<file path="src/rtl/draw_pkg.sv">
// Screen geometry, colour defaults and FSM encoding shared by the frame renderer
// blocks (frame clear, frame FSM, slice drawer).
package draw_pkg;

  localparam int unsigned SCREEN_W = 160;
  localparam int unsigned SCREEN_H = 120;
  localparam int unsigned COLOR_W  = 3;

  localparam logic [COLOR_W-1:0] CEIL_COLOR  = 3'b001;
  localparam logic [COLOR_W-1:0] FLOOR_COLOR = 3'b000;

  typedef enum logic [1:0] {
    ST_IDLE = 2'd0,
    ST_CALC = 2'd1,
    ST_DRAW = 2'd2,
    ST_DONE = 2'd3
  } state_e;

  // A zero-height wall still shows one pixel; anything taller than the screen fills it.
  function automatic logic [6:0] clamp_size(input logic [6:0] size, input logic [6:0] rows);
    logic [6:0] res;
    if (size == 7'd0) begin
      res = 7'd1;
    end else if (size > rows) begin
      res = rows;
    end else begin
      res = size;
    end
    return res;
  endfunction

endpackage

</file>
<file path="src/rtl/slice_bounds.sv">
// Vertically centres a wall of the given height: returns first wall row and the
// row just past the wall.
module slice_bounds
  import draw_pkg::*;
#(
  parameter int unsigned ROWS = SCREEN_H
) (
  input  logic [6:0] size,
  output logic [6:0] top,
  output logic [6:0] bot
);

  localparam logic [6:0] ROWS_C = 7'(ROWS);

  logic [6:0] size_c;

  // Clamp, then centre; odd leftovers put the extra row below the wall.
  always_comb begin
    size_c = clamp_size(size, ROWS_C);
    top    = (ROWS_C - size_c) >> 1;
    bot    = top + size_c;
  end

endmodule

</file>
<file path="src/rtl/slice_column_drawer.sv">
// Streams one screen column (ceiling / wall / floor) into the frame buffer,
// one registered pixel write per cycle, then pulses done.
module slice_column_drawer #(
  parameter int unsigned                          SCREEN_W    = draw_pkg::SCREEN_W,
  parameter int unsigned                          SCREEN_H    = draw_pkg::SCREEN_H,
  parameter logic [draw_pkg::COLOR_W-1:0]         CEIL_COLOR  = draw_pkg::CEIL_COLOR,
  parameter logic [draw_pkg::COLOR_W-1:0]         FLOOR_COLOR = draw_pkg::FLOOR_COLOR
) (
  input  logic                          clock,
  input  logic                          reset,
  input  logic                          start,
  input  logic [7:0]                    column,
  input  logic [6:0]                    slice_size,
  input  logic [draw_pkg::COLOR_W-1:0]  wall_color,
  output logic                          busy,
  output logic                          done,
  output logic [7:0]                    X,
  output logic [6:0]                    Y,
  output logic [draw_pkg::COLOR_W-1:0]  color_out,
  output logic                          draw_enable
);

  localparam logic [6:0] ROWS     = 7'(SCREEN_H);
  localparam logic [6:0] LAST_ROW = 7'(SCREEN_H - 1);
  localparam logic [8:0] COLS     = 9'(SCREEN_W);

  draw_pkg::state_e state_q, state_d;

  logic [7:0]                   col_q, col_d;
  logic [draw_pkg::COLOR_W-1:0] wall_q, wall_d;
  logic [6:0]                   size_q, size_d;
  logic [6:0]                   top_q, top_d;
  logic [6:0]                   bot_q, bot_d;
  logic [6:0]                   y_q, y_d;
  logic [7:0]                   x_out_q, x_out_d;
  logic [6:0]                   y_out_q, y_out_d;
  logic [draw_pkg::COLOR_W-1:0] color_q, color_d;
  logic                         de_q, de_d;
  logic                         busy_q, busy_d;
  logic                         done_q, done_d;

  logic [6:0] bnd_top, bnd_bot;

  slice_bounds #(
    .ROWS (SCREEN_H)
  ) u_bounds (
    .size (size_q),
    .top  (bnd_top),
    .bot  (bnd_bot)
  );

  // State register and all registered outputs.
  always_ff @(posedge clock or posedge reset) begin
    if (reset) begin
      state_q <= draw_pkg::ST_IDLE;
      col_q   <= 8'd0;
      wall_q  <= '0;
      size_q  <= 7'd0;
      top_q   <= 7'd0;
      bot_q   <= 7'd0;
      y_q     <= 7'd0;
      x_out_q <= 8'd0;
      y_out_q <= 7'd0;
      color_q <= '0;
      de_q    <= 1'b0;
      busy_q  <= 1'b0;
      done_q  <= 1'b0;
    end else begin
      state_q <= state_d;
      col_q   <= col_d;
      wall_q  <= wall_d;
      size_q  <= size_d;
      top_q   <= top_d;
      bot_q   <= bot_d;
      y_q     <= y_d;
      x_out_q <= x_out_d;
      y_out_q <= y_out_d;
      color_q <= color_d;
      de_q    <= de_d;
      busy_q  <= busy_d;
      done_q  <= done_d;
    end
  end

  // Next-state and output decode; pixel fields hold unless a row is being drawn.
  always_comb begin
    state_d = state_q;
    col_d   = col_q;
    wall_d  = wall_q;
    size_d  = size_q;
    top_d   = top_q;
    bot_d   = bot_q;
    y_d     = y_q;
    x_out_d = x_out_q;
    y_out_d = y_out_q;
    color_d = color_q;
    de_d    = 1'b0;
    done_d  = 1'b0;
    case (state_q)
      draw_pkg::ST_IDLE: begin
        if (start) begin
          col_d   = column;
          wall_d  = wall_color;
          size_d  = draw_pkg::clamp_size(slice_size, ROWS);
          state_d = draw_pkg::ST_CALC;
        end
      end
      draw_pkg::ST_CALC: begin
        top_d = bnd_top;
        bot_d = bnd_bot;
        y_d   = 7'd0;
        if ({1'b0, col_q} >= COLS) begin
          state_d = draw_pkg::ST_DONE;
        end else begin
          state_d = draw_pkg::ST_DRAW;
        end
      end
      draw_pkg::ST_DRAW: begin
        x_out_d = col_q;
        y_out_d = y_q;
        de_d    = 1'b1;
        if (y_q < top_q) begin
          color_d = CEIL_COLOR;
        end else if (y_q < bot_q) begin
          color_d = wall_q;
        end else begin
          color_d = FLOOR_COLOR;
        end
        if (y_q == LAST_ROW) begin
          state_d = draw_pkg::ST_DONE;
        end else begin
          y_d = y_q + 7'd1;
        end
      end
      draw_pkg::ST_DONE: begin
        done_d  = 1'b1;
        state_d = draw_pkg::ST_IDLE;
      end
      default: begin
        state_d = draw_pkg::ST_IDLE;
      end
    endcase
    // busy stays up for the cycle done is visible, then drops in IDLE.
    busy_d = (state_q != draw_pkg::ST_IDLE) || (state_d != draw_pkg::ST_IDLE);
  end

  assign busy        = busy_q;
  assign done        = done_q;
  assign X           = x_out_q;
  assign Y           = y_out_q;
  assign color_out   = color_q;
  assign draw_enable = de_q;

endmodule

</file>
<file path="config.mk">
export PLATFORM = sky130hd
export DESIGN_NAME = slice_column_drawer
export DESIGN_NICKNAME = d
export VERILOG_FILES = /design/src/rtl/draw_pkg.sv /design/src/rtl/slice_bounds.sv /design/src/rtl/slice_column_drawer.sv
export SDC_FILE = /design/constraint.sdc
export NUM_CORES = 1
export LEC_CHECK = 0
export BUFFER_PORTS_ARGS = -buffer_cell sky130_fd_sc_hd__buf_2
export CORE_AREA = 2 2 73 93
export DETAILED_ROUTE_END_ITERATION = 10
export DIE_AREA = 0 0 75 95
export GPL_ROUTABILITY_DRIVEN = 0
export PLACE_DENSITY = 0.74
export SETUP_SLACK_MARGIN = 0.3
export SLEW_MARGIN = 20
export SYNTH_ARGS = -nofsm -noshare
export SYNTH_HDL_FRONTEND = slang
export SYNTH_SLANG_ARGS = --single-unit
</file>
<file path="constraint.sdc">
create_clock -name clock -period 3.08 [get_ports clock]
set_input_delay 0.462 -clock clock [delete_from_list [all_inputs] [get_ports clock]]
set_output_delay 0.462 -clock clock [all_outputs]
set_load 0.01 [all_outputs]
</file>
==> results.tsv <==
stage	metric	value	unit
run_status	outcome	completed	
sta	RSZ-0062 raised after global routing	yes	
yosys	Yosys Warn Count	0	
setup_path	CP max stage cell	dfrtp_1	
floorplanning	DIE AREA	7130	um2
grt	GRT overflow	0	
place	DP Wirelength	4230	um
grt	vias in the first global route	2210	
floorplanning	num rows	33	
clock_tree	H-tree levels	3	
floorplanning	Core Region	6320	um2
detailed_routing	wire length per cell	14.1	um
sta	Final TNS setup	0	ns
detailed_routing	routed wire length	6010	um
grt	GRT Overall Usage	0.187	
yosys	FFs w/ async S/R, synth	1.00	
setup_path	Setup CP Type	reg -> reg	
clock_tree	clk slew on worst S/H paths	0.07	ns
setup_path	WP data arrival	2.96	ns
sta	Worst Max-Slew Pin Slew	0.791	ns
yosys	Mapped Cells	281	
yosys	number of synthesized flops with an enable pin	0	
job	MaxCap Viol Count	0	
grt	first-pass GRT wire length	9920	um
clock_tree	Clock Sinks	61	
final_layout	share of layout cells above drive strength 1	0.366	
sta	Period Utilization, post-route	0.894	
detailed_routing	Vias/cell	5.27	
sta	Final Slew Violations	0	
setup_path	CP Launch Type	flip-flop	
setup_path	sequence of cells on the critical path	or3_4 -> nor4_4 -> and2_4 -> a21o_4 -> inv_2 -> ha_4 -> nand2_1 -> nand2_2 -> xor2_2 -> ha_1 -> o31a_2 -> a31oi_4 -> xor2_1 -> a21oi_1	
sta	f_max	0.363	GHz
power_and_ir_drop	LEAKAGE	1.85	nW
clock_tree	CTS Buffer Depth	2	
detailed_routing	detailed-route via count	2247	
floorplanning	Die H	95	um
sta	Final Setup Violations	0	
yosys	sequential area share after synthesis	0.483	
clock_tree	TritonCTS Buffers	9	
setup_path	worst reg-to-reg setup slack	0.33	ns
yosys	Synth Flop Type	dfrtp_1	
hold_path	min-delay worst type	in -> async	
power_and_ir_drop	pwr/cell area	393	nW/um2
yosys	syn nets	326	
yosys	Mapped Avg Cell Area	11.3	um2
clock_tree	Root Driver	clkbuf_8	
place	I/O Buffers	41	
detailed_routing	DRC	0	
sta	relative slew slack	0.471	
floorplanning	die width	75	um
floorplanning	Top Ports	42	
final_layout	post-route insts no fill	426	
sta	skew final	0.00801	ns
detailed_routing	router iterations before antenna repair	4	
setup_path	max incr delay on CP	0.43	ns
yosys	Seq cells post-synth	61	
yosys	mapped cell area	3160	um2
setup_path	CP max FO	5	
yosys	Netlist cell types	48	
sta	fin crit period	2.75	ns
final_layout	commonest non-fill, non-tap cell in the layout	dfrtp_1	
grt	largest net degree at the start of global routing	32	
detailed_routing	Iter 0 DRT Violations	101	
setup_path	Worst Setup End Kind	flip-flop	
power_and_ir_drop	Total Power	1.47	mW
grt	antenna violations before repair	0	
final_layout	# diodes	0	
detailed_routing	ANT nets after route	0	
clock_tree	worst skew pair latency	0.34	ns
setup_path	Critical Path RT	3.28	ns
final_layout	Layout area overhead	18.0	%
final_layout	Final nets	380	
sta	Fin. Hold Viols	0	
final_layout	most frequent cells in the layout	58 x dfrtp_1, 41 x buf_2, 32 x mux2_2, 22 x ha_1, 21 x nand2_1	
clock_tree	CTS tree	yes	
place	Cells after DPL	402	
power_and_ir_drop	peak supply drop	337	uV
floorplanning	effective utilization at floorplan	0.501	
==> state kept, by name, indices dropped and copies added, names as in the netlist <==
name and count:
wall_q 3, size_q 7, top_q 6, color_out 3
y_q 7, X 8, done 1, state_q 2
busy 1, draw_enable 1, Y 7, bot_q 7
col_q 8
==> per-stage QoR <==
step                       util  hold slack (ns)  instance area [um2]  worst slack [ns]
after floorplan               -            0.471                 3180             0.257
after detailed placement  0.547            0.389                 3450             0.137
after global placement    0.547            0.381                 3450             0.236
final                     0.591           0.0247                 3730             0.326
after global routing      0.591           0.0349                 3730             0.146
after CTS                 0.586           0.0193                 3700             0.208
==> layout make-up <==
| cell class | count | area, um2 |
|---|---|---|
| Inverter | 21 | 78.8 |
| Multi-Input combinational cell | 186 | 1520 |
| Sequential cell | 61 | 1530 |
| Fill cell | 527 | 2590 |
| Clock inverter | 3 | 21.3 |
| Timing Repair Buffer | 56 | 318 |
| Tap cell | 87 | 109 |
| Clock buffer | 12 | 155 |
==> worst max-delay path: cells and delay by family, from the launching register on <==
family	cells	cell delay, ns
AND/OR/NAND/NOR	5	0.90
AO/OA/AOI/OAI	4	0.50
adder cells (fa/ha/maj)	2	0.44
flip-flops	1	0.43
XOR/XNOR	2	0.33
buffers and inverters	1	0.04
==> cell families (layout without fill, tap and decap cells) <==
kind of cell | Yosys count | after routing | share of synthesized area
flops | 61 | 61 | 0.483
mux | 37 | 37 | 0.131
buf+inv | 34 | 92 | 0.0502
simple gates | 72 | 72 | 0.121
compound gates | 44 | 44 | 0.0953
xor+xnor | 9 | 9 | 0.0249
fa+ha+maj | 24 | 24 | 0.0949
==> routing by layer <==
metal / global-route usage / wire length, um
met1: 0.235 / 2600
met2: 0.302 / 3110
met3: 0.0438 / 206
met4: 0.0818 / 89
met5: 0 / 0
==> timing repair <==
action	in CTS	in global routing
setup buffers	7	2
gates resized for setup	6	5
endpoints found under the setup margin	3	3
gates cloned	0	0
hold buffers	0	0
pin swaps	8	8
==> synth_stat cells (all sizes together) (4+ instances only) <==
cell type  number  area (um2)
nor2           15        56.3
nand3          14        70.1
nand4           4        31.3
nand2          22        82.6
nor2b           4        25.0
a21oi           9        45.0
buf             4        26.3
xor2            7        61.3
ha             24         300
mux2i           4        40.0
o21ai          17        88.8
clkbuf          9        53.8
mux2           33         375
inv            21        78.8
dfrtp          61        1530
==> path summary, 6_finish.rpt <==
check,startpoint,endpoint,cells after the start
min in group clock,column[1],col_q[1],2
max in group asynchronous,reset,bot_q[3],3
setup reg to reg,size_q[0],bot_q[4],14
hold / removal,reset,col_q[3],2
hold reg to reg,Y[3],Y[3],1
setup / recovery,size_q[0],bot_q[4],14
==> report_power, final <==
part	leakage (nW)	total, mW	internal (mW)	switching [mW]
registers	0.746	0.801	0.801	0
clock network	0.0884	0.630	0.331	0.299
logic	1.02	0.0341	0.0121	0.0220
Power figures use the tool's default switching activity.
